<file path="config.mk">
export PLATFORM = sky130hd
export DESIGN_NAME = board_ctl
export DESIGN_NICKNAME = d
export VERILOG_FILES = /design/src/rtl/board_pkg.sv /design/src/rtl/board_win_check.sv /design/src/rtl/board_ctl.sv
export SDC_FILE = /design/constraint.sdc
export NUM_CORES = 1
export LEC_CHECK = 0
export BUFFER_PORTS_ARGS = -buffer_cell sky130_fd_sc_hd__buf_2
export CAP_MARGIN = 15
export CORE_ASPECT_RATIO = 0.5
export CORE_MARGIN = 5
export CORE_UTILIZATION = 45
export CTS_BUF_LIST = sky130_fd_sc_hd__clkbuf_16
export DETAILED_ROUTE_END_ITERATION = 10
export PLACE_DENSITY = 0.79
export SYNTH_ARGS = -nofsm -noshare
export SYNTH_HDL_FRONTEND = slang
export SYNTH_SLANG_ARGS = --single-unit
export TNS_END_PERCENT = 5
</file>
<file path="constraint.sdc">
create_clock -name pclk -period 3.2 [get_ports pclk]
set_input_delay 0.48 -clock pclk [delete_from_list [all_inputs] [get_ports pclk]]
set_output_delay 0.48 -clock pclk [all_outputs]
set_load 0.01 [all_outputs]
</file>
<file path="src/rtl/board_pkg.sv">
// rtl/board_pkg.sv - shared geometry, colors, FSM states and win lines for board_ctl
package board_pkg;

    localparam logic [11:0] H_DIV0_DEF = 12'd338;
    localparam logic [11:0] H_DIV1_DEF = 12'd685;
    localparam logic [11:0] V_DIV0_DEF = 12'd258;
    localparam logic [11:0] V_DIV1_DEF = 12'd507;
    localparam logic [11:0] H_MAX_DEF  = 12'd1023;
    localparam logic [11:0] V_MAX_DEF  = 12'd767;

    localparam logic [11:0] COLOR_BLUE   = 12'h00f;
    localparam logic [11:0] COLOR_YELLOW = 12'hff0;

    typedef enum logic [2:0] {
        IDLE,
        WAIT,
        HIT,
        CHECK,
        OVER
    } board_state_t;

    localparam logic [1:0] WINNER_NONE   = 2'b00;
    localparam logic [1:0] WINNER_BLUE   = 2'b01;
    localparam logic [1:0] WINNER_YELLOW = 2'b10;

    // Zero-based square indices: three rows, three columns, two diagonals.
    localparam logic [3:0] WIN_LINES [8][3] = '{
        '{4'd0, 4'd1, 4'd2},
        '{4'd3, 4'd4, 4'd5},
        '{4'd6, 4'd7, 4'd8},
        '{4'd0, 4'd3, 4'd6},
        '{4'd1, 4'd4, 4'd7},
        '{4'd2, 4'd5, 4'd8},
        '{4'd0, 4'd4, 4'd8},
        '{4'd2, 4'd4, 4'd6}
    };

endpackage

</file>
<file path="src/rtl/board_win_check.sv">
// rtl/board_win_check.sv - combinational 8-line win test for the mover (built only with BOARD_CTL_WIN_DETECT_EN)
module board_win_check
    import board_pkg::*;
(
    input  logic [8:0] square_occ,
    input  logic [8:0] square_color,
    input  logic       mover,
    output logic       line_win
);

    always_comb begin
        line_win = 1'b0;
        for (int i = 0; i < 8; i++) begin
            if (square_occ[WIN_LINES[i][0]] && square_occ[WIN_LINES[i][1]] &&
                square_occ[WIN_LINES[i][2]] &&
                (square_color[WIN_LINES[i][0]] == mover) &&
                (square_color[WIN_LINES[i][1]] == mover) &&
                (square_color[WIN_LINES[i][2]] == mover))
                line_win = 1'b1;
        end
    end

endmodule

</file>
<file path="src/rtl/board_ctl.sv">
// rtl/board_ctl.sv - tic-tac-toe board state controller; BOARD_CTL_WIN_DETECT_EN enables line-win detection
module board_ctl
    import board_pkg::*;
#(
    parameter logic [11:0] H_DIV0 = H_DIV0_DEF,
    parameter logic [11:0] H_DIV1 = H_DIV1_DEF,
    parameter logic [11:0] V_DIV0 = V_DIV0_DEF,
    parameter logic [11:0] V_DIV1 = V_DIV1_DEF,
    parameter logic [11:0] H_MAX  = H_MAX_DEF,
    parameter logic [11:0] V_MAX  = V_MAX_DEF
) (
    input  logic        pclk,
    input  logic        rst,
    input  logic [11:0] mouse_xpos,
    input  logic [11:0] mouse_ypos,
    input  logic        mouse_left,
    input  logic        start_en,
    input  logic        choice_en,
    output logic [8:0]  square_occ,
    output logic [8:0]  square_color,
    output logic        turn,
    output logic [3:0]  move_cnt,
    output logic        game_over,
    output logic [1:0]  winner
);

    board_state_t state;
    logic         mouse_left_d;
    logic         start_en_d;
    logic [3:0]   idx_q;

    logic         click;
    logic         start_rise;
    logic         start_fall;
    logic         armed;
    logic         in_screen;
    logic [1:0]   col;
    logic [1:0]   row;
    logic [3:0]   hit_idx;
    logic         line_win;

    assign click      = mouse_left && !mouse_left_d;
    assign start_rise = start_en && !start_en_d;
    assign start_fall = !start_en && start_en_d;
    assign armed      = start_en && !choice_en;
    assign in_screen  = (mouse_xpos <= H_MAX) && (mouse_ypos <= V_MAX);

    always_comb begin
        col = 2'd2;
        if (mouse_xpos <= H_DIV0)
            col = 2'd0;
        else if (mouse_xpos <= H_DIV1)
            col = 2'd1;
        row = 2'd2;
        if (mouse_ypos <= V_DIV0)
            row = 2'd0;
        else if (mouse_ypos <= V_DIV1)
            row = 2'd1;
        hit_idx = ({2'b00, row} << 1) + {2'b00, row} + {2'b00, col};
    end

`ifdef BOARD_CTL_WIN_DETECT_EN
    board_win_check u_win_check (
        .square_occ   (square_occ),
        .square_color (square_color),
        .mover        (turn),
        .line_win     (line_win)
    );
`else
    assign line_win = 1'b0;
`endif

    always_ff @(posedge pclk) begin
        if (rst) begin
            state        <= IDLE;
            mouse_left_d <= 1'b0;
            start_en_d   <= 1'b0;
            idx_q        <= 4'd0;
            square_occ   <= 9'd0;
            square_color <= 9'd0;
            turn         <= 1'b0;
            move_cnt     <= 4'd0;
            game_over    <= 1'b0;
            winner       <= WINNER_NONE;
        end else begin
            mouse_left_d <= mouse_left;
            start_en_d   <= start_en;
            // Either start_en edge restarts the board; a coincident click is dropped.
            if (start_rise || start_fall) begin
                state        <= start_rise ? WAIT : IDLE;
                square_occ   <= 9'd0;
                square_color <= 9'd0;
                turn         <= 1'b0;
                move_cnt     <= 4'd0;
                game_over    <= 1'b0;
                winner       <= WINNER_NONE;
            end else begin
                case (state)
                    IDLE: state <= IDLE;
                    WAIT: begin
                        if (click && armed && in_screen) begin
                            idx_q <= hit_idx;
                            state <= HIT;
                        end
                    end
                    HIT: begin
                        if (square_occ[idx_q]) begin
                            state <= WAIT;
                        end else begin
                            square_occ[idx_q]   <= 1'b1;
                            square_color[idx_q] <= turn;
                            if (move_cnt != 4'd9)
                                move_cnt <= move_cnt + 4'd1;
                            state <= CHECK;
                        end
                    end
                    CHECK: begin
                        if (line_win) begin
                            game_over <= 1'b1;
                            winner    <= turn ? WINNER_YELLOW : WINNER_BLUE;
                            state     <= OVER;
                        end else if (move_cnt == 4'd9) begin
                            game_over <= 1'b1;
                            winner    <= WINNER_NONE;
                            state     <= OVER;
                        end else begin
                            turn  <= ~turn;
                            state <= WAIT;
                        end
                    end
                    OVER:    state <= OVER;
                    default: state <= IDLE;
                endcase
            end
        end
    end

endmodule

</file>
==> metrics <==
area added between synthesis and finish 23.2%; global-route wire length before repair 6790 um; WP data required 3410 ps; die height 54.1 um; Ports 55; post-synth top area share 37.8%; result of the run completed; Routed WL 4040 um; number of distinct library cells after synthesis 46; P_leak 0.000912 uW; vias in the first global route 1603; commonest non-fill, non-tap cell in the layout buf_2; CTS Buf Count 5; Syn Inst Count 201; Hold Buf Count CTS 0; average wire per standard cell 13.3 um; sequential share of power 44.5%; Peak Freq 0.349 GHz; P_int 731 uW; Worst-Skew Late Latency 270 ps; Syn. warnings 0; Seq cells post-synth 33; largest cells by area after synthesis dfxtp_1 38%, nor2_1 8.4%, mux2i_1 5.2%; vias 1595; r2r setup slk 1050 ps; Initial Util 45.7%; clk slew on worst S/H paths 50 ps; cell taking the most area after synthesis dfxtp_1; number of flops mapped to enable cells by yosys 0; clk sink count 33; Setup violations, final 0; Final Cycle Share 89.6%; CP startpoint mouse_ypos[3]; worst rel slew slack 40.5%; clock root buffer clkbuf_16; Core ar. 3820 um^2; Netlist Area Pre-Place 1750 um^2; post-synthesis compound-gate area fraction 12.4%; initial antenna violation count 0; Final Skew 4.27 ps; drt initial violations 97; Adder-Cell Fraction of Synth Area 5.87%; # diodes 0; clock power share 47.8%; combinational power share 7.6%; vias per cell 5.25; site row count 16; htree depth 2; die area 5310 um^2; Seq/Total Area, Yosys 37.8%; XOR/XNOR Fraction of Synth Area 1.00%; largest family of logic cells by synthesized area simple AND/OR/NAND/NOR gates; RSZ-0062 raised after global routing no; R2R Path Start idx_q[0]$_SDFFE_PP0P_; NetSw 210 uW; hpwl dp 3160 um; Post-CTS Setup Inserts 0; Synth Area per Inst 8.70 um^2; total track usage 15.9%; Worst EP arrival 3080 ps; P per Cell Area 437 nW/um^2; Bufs on Longest Clock Path 2; post-route minimum period 2870 ps; CTS tree built; simple-gate share of the synthesized area 29.5%; startpoint types primary input; FF-to-FF End square_color[2]$_SDFFE_PP0P_; Top FF cell, synth dfxtp_1; die width 98.2 um; CP endpoint idx_q[2]$_SDFFE_PP0P_; pin count of the biggest net entering global routing 19; Async S/R FF share, synth 0%; final worst setup slack 331 ps; critical path peak fanout 2; Final Hold Viols 0; gpl congestion 0.923; switch share 22.3%; CTS resizes 0; Hold WC Path Type primary input to flip-flop; kind of critical path primary input to flip-flop; worst-case reg-to-reg path depth 5; Antenna Violating Nets Remaining 0; mux cell area share after synthesis 7.94%; multi-input logic area 1000 um^2; layout cells sized above 1 28.4%; Pre-Repair DR Iteration Count 4; fin util 56.3%; filler cell count in the final layout 351; Place WS 42.7 ps; IO Port Bufs 52; most frequent cells in the layout 52 x buf_2, 39 x nor2_1, 33 x dfxtp_1; FF+latch area 661 um^2; Congestion Overflow GR 0; # DRC 0; maximum vdd drop 0.230 mV; TNS Setup 0 ps; critical path capture point type flip-flop; worst-margin pin slew 890 ps; max-slew violations 0; max_cap viols 0; Final #Nets 285
## critical path, cell delays in order
cell,delay (ps)
buf_2,100
or4_1,510
o21ai_0,250
o21a_1,200
inv_1,70
fa_1,460
ha_1,210
inv_1,70
fa_1,410
nor3_1,190
a21oi_1,60
nor2_1,80
## logic make-up (layout without fill, tap and decap cells)
logic type / after synthesis / count (layout)
buffers and inverters: 18 / 66
adder cells (fa/ha/maj): 7 / 7
AND/OR/NAND/NOR: 97 / 97
flip-flops: 33 / 33
XOR/XNOR: 2 / 2
multiplexers: 11 / 11
other: 1 / 2
AO/OA/AOI/OAI: 32 / 32
## power by group through the flow
stage                     combinational [uW]  sequential [uW]  clock, uW
after floorplan                         46.6              425          0
after global placement                  68.7              427          0
after global routing                    81.6              419        476
after detailed placement                72.3              427          0
after CTS                               72.7              419        459
final                                   71.9              419        450
## synthesized netlist by cell type (2+ instances only)
cell,count
mux2i_1,9
buf_4,3
o21ai_0,9
ha_1,5
a31oi_1,2
inv_1,6
or4_1,2
o21a_1,3
nor3_1,9
nand2b_1,4
or3b_4,2
clkbuf_1,4
nand3_1,10
nor2b_1,5
a211o_1,3
dfxtp_1,33
a21oi_1,5
nor2_1,39
a211oi_1,2
or2_2,3
fa_1,2
buf_2,4
nor3b_4,2
nand3b_1,3
nand2_1,10
nor3b_1,2
## flip-flops by register name, indices dropped and copies added (netlist names)
register      count
square_color      9
square_occ        9
game_over         1
state             3
start_en_d        1
turn              1
mouse_left_d      1
idx_q             4
move_cnt          4
## how the worst min path moves through the flow
stage	start	to	slack, ps	depth (start not counted)
after floorplan	square_color[0]$_SDFFE_PP0P_	square_color[0]$_SDFFE_PP0P_	480	2
after global placement	square_color[3]$_SDFFE_PP0P_	square_color[3]$_SDFFE_PP0P_	450	2
after detailed placement	square_color[2]$_SDFFE_PP0P_	square_color[2]$_SDFFE_PP0P_	450	2
after CTS	mouse_left	mouse_left_d$_SDFF_PP0_	430	2
after global routing	mouse_left	mouse_left_d$_SDFF_PP0_	460	2
final	mouse_left	mouse_left_d$_SDFF_PP0_	430	2
## through the flow
| step | hold slack, ps | power, uW | std cells | cell area (um^2) |
|---|---|---|---|---|
| finish | 427 | 941 | 304 | 2150 |
| floorplan | 480 | 472 | 202 | 1750 |
| CTS | 426 | 950 | 304 | 2150 |
| global route | 455 | 977 | 304 | 2150 |
| global placement | 449 | 496 | 296 | 2010 |
| detailed placement | 450 | 499 | 296 | 2010 |
## metal layers
metal / track usage, % / vias to the layer above / part of all wire [%]
li1: - / 803 / -
met1: 17.6 / 736 / 45
met2: 29.3 / 50 / 46
met3: 5.17 / 6 / 7.2
met4: 6.35 / 0 / 1.3
met5: 0 / - / 0
## final cells by class
cell class | instances | share of cell area (%)
clock buffer | 5 | 5.81
clock inverter | 3 | 0.813
inverter | 6 | 1.05
multi-input combinational | 151 | 46.5
sequential | 33 | 30.7
tap | 54 | 3.14
timing repair buffer | 52 | 12.1
(Power assumes the default switching activity.)
